`src/rtl/adc_cmd_dispatcher_if.sv`:
```
// UART byte-stream bundle between the serial front end and the command dispatcher.
// A byte moves on either channel in every cycle where its valid and ready are both high.
// Valid, once raised, holds its data stable until that transfer, and ready may depend on valid.
interface adc_cmd_dispatcher_if;
    logic [7:0] RxData;
    logic       RxValid;
    logic       RxReady;
    logic [7:0] TxData;
    logic       TxValid;
    logic       TxReady;

    modport slave (
        input  RxData, RxValid, TxReady,
        output RxReady, TxData, TxValid
    );

    modport master (
        output RxData, RxValid, TxReady,
        input  RxReady, TxData, TxValid
    );
endinterface

```
`src/rtl/adc_cmd_dispatcher.sv`:
```
// Turns UART command bytes into Cmd/NewCmd strobes for the ADC state machine and returns
// one reply byte per command. It also generates the auto-sleep and trigger wake-up pulses.
module adc_cmd_dispatcher #(
    parameter int RESP_TIMEOUT      = 1024,
    parameter int IDLE_SLEEP_CYCLES = 2**20,
    parameter int AUTO_SLEEP_EN     = 1
) (
    input  logic                    Clock,
    input  logic                    Reset,
    adc_cmd_dispatcher_if.slave     uart,
    output logic [7:0]              Cmd,
    output logic                    NewCmd,
    input  logic [3:0]              AdcState,
    input  logic                    TriggerArm,
    output logic                    Sleep,
    output logic                    WakeUp,
    output logic [2:0]              dbg_state
);
    localparam int TW = (RESP_TIMEOUT > 1) ? $clog2(RESP_TIMEOUT) : 1;
    localparam int IW = (IDLE_SLEEP_CYCLES > 1) ? $clog2(IDLE_SLEEP_CYCLES) : 1;
    localparam logic [TW-1:0] T_LAST = TW'(RESP_TIMEOUT - 1);
    localparam logic [IW-1:0] I_LAST = IW'(IDLE_SLEEP_CYCLES - 1);

    localparam logic [3:0] ST_SAMPLING = 4'd8;
    localparam logic [3:0] ST_LOW_PWR  = 4'd10;

    typedef enum logic [2:0] {
        S_IDLE     = 3'd0,
        S_DECODE   = 3'd1,
        S_ISSUE    = 3'd2,
        S_WAIT_CHG = 3'd3,
        S_REPLY    = 3'd4
    } state_t;

    state_t          state;
    state_t          state_next;
    logic [7:0]      cmd_byte;
    logic [3:0]      snap;
    logic [TW-1:0]   tcnt;
    logic [IW-1:0]   icnt;
    logic            trig_q;
    logic            rx_fire;
    logic            is_cmd;
    logic            reply_load;
    logic [7:0]      reply_byte;
    logic [7:0]      hex_char;
    logic            idle_cond;

    assign rx_fire = uart.RxValid && uart.RxReady;

    always_comb begin
        is_cmd = 1'b0;
        case (cmd_byte)
            8'h4F, 8'h6F, 8'h43, 8'h4E, 8'h53, 8'h57: is_cmd = 1'b1;
            default:                                  is_cmd = 1'b0;
        endcase
    end

    assign hex_char = (AdcState < 4'd10) ? (8'h30 + {4'h0, AdcState})
                                         : (8'h37 + {4'h0, AdcState});

    // State register
    always_ff @(posedge Clock) begin
        if (Reset) state <= S_IDLE;
        else       state <= state_next;
    end

    // Next-state logic; also picks the reply byte on every entry to REPLY
    always_comb begin
        state_next = state;
        reply_load = 1'b0;
        reply_byte = 8'h00;
        case (state)
            S_IDLE: begin
                if (rx_fire) state_next = S_DECODE;
            end
            S_DECODE: begin
                if (is_cmd) begin
                    state_next = S_ISSUE;
                end else begin
                    state_next = S_REPLY;
                    reply_load = 1'b1;
                    reply_byte = (cmd_byte == 8'h3F) ? hex_char : 8'h3F;
                end
            end
            S_ISSUE: state_next = S_WAIT_CHG;
            S_WAIT_CHG: begin
                // A state change wins over a timeout landing in the same cycle
                if (AdcState != snap) begin
                    state_next = S_REPLY;
                    reply_load = 1'b1;
                    reply_byte = cmd_byte;
                end else if (tcnt == T_LAST) begin
                    state_next = S_REPLY;
                    reply_load = 1'b1;
                    reply_byte = 8'h21;
                end
            end
            S_REPLY: begin
                if (uart.TxReady) state_next = S_IDLE;
            end
            default: state_next = S_IDLE;
        endcase
    end

    // Moore outputs
    always_comb begin
        uart.RxReady = (state == S_IDLE) && !Reset;
        uart.TxValid = (state == S_REPLY);
        NewCmd       = (state == S_ISSUE);
        dbg_state    = state;
    end

    always_ff @(posedge Clock) begin
        if (Reset) begin
            cmd_byte    <= 8'h00;
            Cmd         <= 8'h00;
            uart.TxData <= 8'h00;
            snap        <= 4'h0;
            tcnt        <= '0;
        end else begin
            if (rx_fire) cmd_byte <= uart.RxData;
            if (state == S_DECODE && is_cmd) Cmd <= cmd_byte;
            if (state == S_ISSUE) begin
                snap <= AdcState;
                tcnt <= '0;
            end else if (state == S_WAIT_CHG && tcnt != T_LAST) begin
                tcnt <= tcnt + 1'b1;
            end
            if (reply_load) uart.TxData <= reply_byte;
        end
    end

    // Sleep only ever comes from an IDLE cycle, so it can never coincide with ISSUE
    assign idle_cond = (AUTO_SLEEP_EN != 0) && (AdcState == ST_SAMPLING) &&
                       !TriggerArm && (state == S_IDLE);

    always_ff @(posedge Clock) begin
        if (Reset) begin
            icnt   <= '0;
            Sleep  <= 1'b0;
            trig_q <= 1'b0;
            WakeUp <= 1'b0;
        end else begin
            Sleep <= 1'b0;
            if (!idle_cond) begin
                icnt <= '0;
            end else if (icnt == I_LAST) begin
                icnt  <= '0;
                Sleep <= 1'b1;
            end else begin
                icnt <= icnt + 1'b1;
            end
            trig_q <= TriggerArm;
            WakeUp <= TriggerArm && !trig_q && (AdcState == ST_LOW_PWR);
        end
    end
endmodule

```
`src/flat_wrapper.sv`:
```
// flat-port wrapper written by rule: the top's interface ports become plain ports
module adc_cmd_dispatcher_flat 
#(
    parameter int RESP_TIMEOUT      = 1024,
    parameter int IDLE_SLEEP_CYCLES = 2**20,
    parameter int AUTO_SLEEP_EN     = 1
)
  (Clock, Reset, Cmd, NewCmd, AdcState, TriggerArm, Sleep, WakeUp, dbg_state, uart_RxData, uart_RxValid, uart_TxReady, uart_RxReady, uart_TxData, uart_TxValid);
  adc_cmd_dispatcher_if uart_i ();
  input  logic Clock;
  input  logic Reset;
  output logic [7:0] Cmd;
  output logic NewCmd;
  input  logic [3:0] AdcState;
  input  logic TriggerArm;
  output logic Sleep;
  output logic WakeUp;
  output logic [2:0] dbg_state;
  input wire logic [$bits(uart_i.RxData)-1:0] uart_RxData;
  input wire logic [$bits(uart_i.RxValid)-1:0] uart_RxValid;
  input wire logic [$bits(uart_i.TxReady)-1:0] uart_TxReady;
  output wire logic [$bits(uart_i.RxReady)-1:0] uart_RxReady;
  output wire logic [$bits(uart_i.TxData)-1:0] uart_TxData;
  output wire logic [$bits(uart_i.TxValid)-1:0] uart_TxValid;
  assign uart_i.RxData = uart_RxData;
  assign uart_i.RxValid = uart_RxValid;
  assign uart_i.TxReady = uart_TxReady;
  assign uart_RxReady = uart_i.RxReady;
  assign uart_TxData = uart_i.TxData;
  assign uart_TxValid = uart_i.TxValid;
  adc_cmd_dispatcher #(.RESP_TIMEOUT(RESP_TIMEOUT), .IDLE_SLEEP_CYCLES(IDLE_SLEEP_CYCLES), .AUTO_SLEEP_EN(AUTO_SLEEP_EN)) u_core (.Clock(Clock), .Reset(Reset), .uart(uart_i), .Cmd(Cmd), .NewCmd(NewCmd), .AdcState(AdcState), .TriggerArm(TriggerArm), .Sleep(Sleep), .WakeUp(WakeUp), .dbg_state(dbg_state));
endmodule
```
`config.mk`:
```
export PLATFORM = sky130hd
export DESIGN_NAME = adc_cmd_dispatcher_flat
export DESIGN_NICKNAME = d
export VERILOG_FILES = /design/src/rtl/adc_cmd_dispatcher_if.sv /design/src/rtl/adc_cmd_dispatcher.sv /design/src/flat_wrapper.sv
export SDC_FILE = /design/constraint.sdc
export NUM_CORES = 1
export LEC_CHECK = 0
export CAP_MARGIN = 10
export CELL_PAD_IN_SITES_DETAIL_PLACEMENT = 0
export CELL_PAD_IN_SITES_GLOBAL_PLACEMENT = 1
export CORE_MARGIN = 2
export CORE_UTILIZATION = 41
export CTS_BUF_LIST = sky130_fd_sc_hd__clkbuf_16
export CTS_CLUSTER_DIAMETER = 30
export DETAILED_ROUTE_END_ITERATION = 8
export GPL_TIMING_DRIVEN = 1
export PLACE_DENSITY_LB_ADDON = 0.1
export SETUP_SLACK_MARGIN = 0.05
export SKIP_LAST_GASP = 1
export SLEW_MARGIN = 5
export SYNTH_ARGS = -nofsm -noshare
export SYNTH_HDL_FRONTEND = slang
export SYNTH_SLANG_ARGS = --single-unit
export TNS_END_PERCENT = 5
```
`constraint.sdc`:
```
create_clock -name Clock -period 2.2 [get_ports Clock]
set_clock_uncertainty 0.15 [all_clocks]
set_input_delay 0.44 -clock Clock [delete_from_list [all_inputs] [get_ports Clock]]
set_output_delay 0.44 -clock Clock [all_outputs]
set_load 0.005 [all_outputs]
```
==> results of run 1 <==
[registers in the layout, indices dropped and copies added, names as in the netlist]
| register | flops |
|---|---|
| u_core.icnt | 20 |
| u_core.tcnt | 10 |
| u_core.Cmd | 8 |
| u_core.cmd_byte | 8 |
| u_core.uart.TxData | 8 |
| u_core.snap | 4 |
| u_core.dbg_state | 3 |
| u_core.Sleep | 1 |
| u_core.WakeUp | 1 |
| u_core.trig_q | 1 |
[final cells by class]
cell class,instances,share of cell area
Sequential cell,64,0.325
Multi-Input combinational cell,237,0.393
Timing Repair Buffer,75,0.167
Tap cell,96,0.0303
Clock buffer,9,0.0569
Clock inverter,7,0.0221
Inverter,6,0.00569
[power by group]
part           switching [mW]  internal (mW)
sequential             0.0279           1.20
combinational           0.119          0.162
clock                   0.502          0.980
[cells by family (layout without fill, tap and decap cells)]
logic type      Yosys count  in the layout  share of synthesized area
fa+ha+maj                 5              5                     0.0217
simple gates            159            159                      0.288
flops                    64             64                      0.444
buf+inv                  16             97                     0.0251
compound gates           30             30                     0.0858
xor+xnor                 31             31                     0.0941
mux                      12             12                     0.0416
[worst paths after layout]
path / start / slack, ns / cells after the start / end
worst max-delay path: u_core.dbg_state[2]$_SDFFE_PP0P_ / 0.08 / 3 / uart_TxValid
worst min-delay path: u_core.trig_q$_SDFF_PP0_ / 0.24 / 1 / u_core.WakeUp$_SDFF_PP0_
worst max register to register: u_core.cmd_byte[2]$_SDFFE_PP0P_ / 0.14 / 6 / u_core.uart.TxData[4]$_SDFFE_PP0P_
worst min register to register: u_core.trig_q$_SDFF_PP0_ / 0.24 / 1 / u_core.WakeUp$_SDFF_PP0_
[Yosys cell counts, drive strengths merged (2+ instances only)]
master	count	area [um2]
dfxtp	64	1280
nor2	50	188
nand2	34	128
xor2	18	158
xnor2	13	114
mux2i	12	120
nand3	12	60.1
and3	9	56.3
nand3b	9	67.6
a21oi	7	35.0
nand4	7	43.8
a221o	6	60.1
and2	6	38.8
clkbuf	6	23.8
inv	6	22.5
ha	5	62.6
nor3	5	25.0
and4	4	35.0
buf	4	26.3
nor3b	4	30.0
or3	4	25.0
o21ai	3	15.0
or2	3	18.8
a211oi	2	40.0
a21o	2	16.3
nand2b	2	12.5
nor2b	2	12.5
nor4	2	27.5
[critical path, stage by stage (launching register included)]
cell,delay [ns]
dfxtp_2,0.38
buf_4,0.15
and2_1,0.17
clkdlybuf4s50_1,0.51
[per-stage QoR]
| stage | setup slack [ns] | setup TNS [ns] | hold slack [ns] | area, um2 |
|---|---|---|---|---|
| final | 0.0780 | 0 | 0.238 | 3960 |
| after global placement | -0.172 | -1.36 | 0.237 | 3620 |
| after detailed placement | -0.192 | -1.47 | 0.235 | 3620 |
| after floorplan | 0.158 | 0 | 0.223 | 2890 |
| after CTS | -0.0227 | -0.0227 | 0.242 | 3950 |
| after global routing | 0.0204 | 0 | 0.260 | 3960 |
[placed cells by master, fill, tap and decap left out, drive strengths merged, types with 9 or more instances in the layout]
cell           netlist  layout
and3                 9       9
buf                  4      35
clkbuf               6       9
clkdlybuf4s50        0      37
dfxtp               64      64
mux2i               12      12
nand2               34      34
nand3               12      12
nand3b               9       9
nor2                50      50
xnor2               13      13
xor2                18      18
[repair_timing]
action / in CTS / in global routing
endpoints found under the setup margin: 2 / 2
gates resized for setup: 7 / 4
pin swaps: 1 / 0
buffers inserted: 0 / 0
[metal layers]
layer	up-vias	track usage	share of wire
met3	6	0.0622	0.034
met5	-	0	0
met4	0	0.0643	0.011
li1	1249	-	-
met2	37	0.295	0.46
met1	1104	0.246	0.50
==> summary.txt, run 1 <==
Floorplan
  – Core area: between 6000 and 7000 um2
  – FP Rows: 30
  – Horiz. Die Dim: approximately 90 um
  – Starting Density: 0.425
  – Number of I/O pins: 41
  – Die height: 87.9 um
  – Full die area: roughly 7700 um2

Route
  – Post-route ant nets: 0
  – Post-route DRC: 0
  – Drt first pass iters: 4
  – DR vias: around 2400
  – DR WL/cell: 13.2 um
  – Violation count after the first detailed-route iteration: 56
  – Vias/cell: 4.85
  – Final wirelength: approximately 6500 um

Placed design
  – GP Congestion: 0.773
  – PortBufs: 40
  – Inst Count DP: 478
  – Post-DP HPWL: 4840 um

Timing
  – Finish-stage setup viols: 0
  – Slew headroom: 0.703
  – RSZ-0062 raised after global routing: true
  – Fmax: 0.471 GHz
  – Final Slew Violations: 0
  – Final Hold Vio Count: 0
  – Fin crit share: 0.965
  – Period minus WS final: between 2 and 2.5 ns
  – Slew of the pin with the lowest slew margin: roughly 0.43 ns

Clock network
  – Worst skew pair latency: ~0.33 ns
  – CTS buffer count: 9
  – CTS root buffer: clkbuf_16
  – TritonCTS clock tree: yes
  – Max Buffers Root-to-Sink: 2
  – CTS Hold Bufs: 0
  – CTS clk-pin slew, worst paths: 0.05 ns
  – Htree depth: 3
  – Clk sink count: 64

Cells and area
  – # diodes: 0
  – Final net count: 415
  – Layout cell share with drive strength beyond 1: 0.166
  – Fillers: 639
  – Sequential cell area: 1290 um2
  – Post-layout util: 0.583
  – Multi-input logic area: 1560 um2
  – Final non-filler cell total: 494
  – Layout area overhead: 37.2%

Yosys
  – Async set-reset flop share out of synthesis: 0
  – Cell Area, Synth: 2890 um2
  – Synth warnings: 0
  – Post-synth EDFFs: 0
  – Seq/Total Area, Yosys: 0.444
  – Syn Area/Cell: 9.11 um2
  – Yosys cell types: 49
  – Gate Count Post-Synth: 317
  – Top_reg_cell synth: dfxtp_1
  – Syn_nets: 339
  – #FFs+latches synth: 64

Global routing
  – First-pass GRT wire length: ~11000 um
  – Initial antenna violation count: 0
  – Largest net degree at the start of global routing: 23
  – Total Routing Usage GR: 0.189
  – Grt ovf: 0
  – Vias in the first global route: 2336

Setup path
  – Critical-path maximum fanout: 5
  – Startpoint class of the critical path: flop
  – WP data arrival: 1.53 ns
  – Setup crit end kind: output pin
  – Required time of the worst setup path: 1.61 ns
  – WS Path Type: flop to output pin

Min path
  – Worst hold path type: flop to flop

Pwr
  – PwrDens: 754 nW/um2
  – Max VDD drop: 0.000419 V
  – Leakage: between 1.5 and 2 nW
  – Design Power: 2.99 mW

Flow run
  – MaxCap Viol Count: 0

Outcome
  – Status: finished clean
Power figures use the tool's default switching activity.
==> run 2, diff against run 1 <==
--- a/config.mk
+++ b/config.mk
@@ -16,7 +16,6 @@
 export GPL_TIMING_DRIVEN = 1
 export PLACE_DENSITY_LB_ADDON = 0.1
 export SETUP_SLACK_MARGIN = 0.05
-export SKIP_LAST_GASP = 1
 export SLEW_MARGIN = 5
 export SYNTH_ARGS = -nofsm -noshare
 export SYNTH_HDL_FRONTEND = slang
==> summary.txt, run 2 (synthesized netlist as in run 1, its figures left out) <==
Global routing
  – Largest net degree at the start of global routing: 23 (unchanged)
  – Initial antenna violation count: 0 (unchanged)
  – Vias in the first global route: 2336 (unchanged)
  – Total Routing Usage GR: 0.189 (unchanged)
  – First-pass GRT wire length: 11100 um (unchanged)
  – Grt ovf: 0 (unchanged)

Clock network
  – Max Buffers Root-to-Sink: 2 (unchanged)
  – CTS root buffer: clkbuf_16 (unchanged)
  – Worst skew pair latency: 0.33 ns (about the same)
  – Clk sink count: 64 (unchanged)
  – Htree depth: 3 (unchanged)
  – Post-CTS setup buffer count: 0 (unchanged)
  – CTS buffer count: 9 (unchanged)
  – CTS clk-pin slew, worst paths: 0.05 ns (about the same)
  – TritonCTS clock tree: yes (unchanged)
  – CTS Hold Bufs: 0 (unchanged)

Timing
  – Slew headroom: 0.703 (about the same)
  – Slew of the pin with the lowest slew margin: 0.434 ns (about the same)
  – Final Slew Violations: 0 (unchanged)
  – Period minus WS final: 2.12 ns (about the same)
  – Worst hold slack: 0.238 ns (unchanged)
  – RSZ-0062 raised after global routing: true (unchanged)
  – Final Hold Vio Count: 0 (unchanged)
  – Fin crit share: 0.964 (was 0.965)
  – Fmax: 0.472 GHz (was 0.471 GHz)
  – Finish-stage setup viols: 0 (unchanged)

Route
  – Vias/cell: 4.86 (was 4.85)
  – Post-route DRC: 0 (unchanged)
  – DR WL/cell: 13.2 um (about the same)
  – Final wirelength: 6530 um (was 6540 um)
  – DR vias: 2403 (was 2396)
  – Drt first pass iters: 4 (unchanged)
  – Violation count after the first detailed-route iteration: 60 (was 56)
  – Post-route ant nets: 0 (unchanged)

Pwr
  – Sw Pwr: 0.648 mW (was 0.649 mW)
  – Sw frac: 0.217 (about the same)
  – Design Power: 2.99 mW (about the same)
  – Sequential share of power: 0.410 (about the same)
  – Internal power: 2.34 mW (about the same)
  – PwrDens: 754 nW/um2 (about the same)
  – Logic pwr share: 0.094 (about the same)
  – Leakage: 1.51 nW (unchanged)
  – Max VDD drop: 0.000418 V (was 0.000419 V)
  – Clock power frac: 0.496 (about the same)

Cells and area
  – Commonest non-fill, non-tap cell in the layout: dfxtp_1 (unchanged)
  – Design area: 3960 um2 (unchanged)
  – Sequential cell area: 1290 um2 (unchanged)
  – Fillers: 638 (was 639)
  – Biggest register: u_core.icnt (unchanged)
  – Largest register FFs: 20 (unchanged)
  – Layout cell share with drive strength beyond 1: 0.166 (unchanged)
  – Layout area overhead: 37.2% (unchanged)
  – Commonest cells after routing, fill and taps aside: dfxtp_1, nor2_1, clkdlybuf4s50_1, buf_4, nand2_1 (unchanged)
  – Final net count: 415 (unchanged)
  – Top flop regs: u_core.icnt (20), u_core.tcnt (10) (unchanged)
  – # diodes: 0 (unchanged)
  – Multi-input logic area: 1560 um2 (unchanged)

Setup path
  – Largest stage delay on the critical path: 0.51 ns (about the same)
  – Crit-path leading delay family: buffers and inverters (unchanged)
  – Setup crit end kind: output pin (unchanged)
  – Crit path max-delay cell type: clkdlybuf4s50_1 (unchanged)
  – Critical path buffers and inverters: 2 (unchanged)
  – Required time of the worst setup path: 1.61 ns (about the same)
  – WP data arrival: 1.53 ns (about the same)
  – WS Path Type: flop to output pin (unchanged)
  – Cell Chain, Critical Path: buf_4 > and2_1 > clkdlybuf4s50_1 (unchanged)
  – Critical-path maximum fanout: 5 (unchanged)
  – Startpoint class of the critical path: flop (unchanged)
  – R2r setup slk: 0.13 ns (was 0.14 ns)

Floorplan
  – Full die area: 7730 um2 (unchanged)
  – Number of I/O pins: 41 (unchanged)
  – Die height: 87.9 um (unchanged)
  – FP Rows: 30 (unchanged)
  – Starting Density: 0.425 (unchanged)
  – Horiz. Die Dim: 87.9 um (unchanged)
  – Core area: 6790 um2 (unchanged)

Placed design
  – Placed inst area: 3620 um2 (unchanged)
  – PortBufs: 40 (unchanged)
  – Post-DP HPWL: 4840 um (unchanged)
  – GP Congestion: 0.773 (unchanged)

Outcome
  – Status: finished clean (unchanged)

Flow run
  – MaxCap Viol Count: 0 (unchanged)

Min path
  – Worst hold path type: flop to flop (unchanged)
[run 2: power by group through the flow]
stage / Clock, mW / Sequential (mW) / Combinational, mW
6_report: 1.48 / 1.22 / 0.280
3_5_place_dp: 0 / 1.25 / 0.279
4_1_cts: 1.52 / 1.22 / 0.282
3_3_place_gp: 0 / 1.25 / 0.278
2_1_floorplan: 0 / 1.25 / 0.116
5_1_grt: 1.57 / 1.23 / 0.308
[run 2: final timing paths]
check	startpoint	end	depth (start not counted)
max reg2reg	u_core.cmd_byte[2]$_SDFFE_PP0P_	u_core.uart.TxData[4]$_SDFFE_PP0P_	6
min reg2reg	u_core.trig_q$_SDFF_PP0_	u_core.WakeUp$_SDFF_PP0_	1
min	u_core.trig_q$_SDFF_PP0_	u_core.WakeUp$_SDFF_PP0_	1
max	u_core.dbg_state[2]$_SDFFE_PP0P_	uart_TxValid	3
[run 2: worst reg2reg max path: cells and delay by family, from the launching register on]
kind            cells  cell delay [ns]
simple gates        3             0.78
compound gates      2             0.56
flops               1             0.30
buf+inv             1             0.15
[run 2: final cells by class]
class / count / share of cell area
clock buffers: 9 / 0.0569
repair buffers: 75 / 0.167
inverters: 6 / 0.00569
well taps: 96 / 0.0303
clock inverters: 7 / 0.0221
multi-input cells: 237 / 0.393
flip-flops and latches: 64 / 0.325
[run 2: timing repair]
| action | 4_1_cts | 5_1_grt |
|---|---|---|
| pin swaps | 1 | 0 |
| resized for setup | 8 | 3 |
| endpoints found under the setup margin | 2 | 2 |
[run 2: layer usage]
layer / GRT usage / vias up / share of wire / wire length (um)
li1: - / 1248 / - / -
met5: 0 / - / 0 / 0
met2: 0.295 / 35 / 0.46 / 2990
met1: 0.246 / 1114 / 0.50 / 3260
met3: 0.0622 / 6 / 0.031 / 205
met4: 0.0643 / 0 / 0.011 / 72
[run 2: through the flow]
stage | utilization | instances | TNS, ns | setup slack (ns)
5_1_grt | 0.583 | 494 | 0 | 0.0200
3_3_place_gp | 0.533 | 478 | -1.36 | -0.172
3_5_place_dp | 0.533 | 478 | -1.47 | -0.192
6_report | 0.583 | 494 | 0 | 0.0803
4_1_cts | 0.581 | 494 | -0.0227 | -0.0227
2_1_floorplan | - | 317 | 0 | 0.158
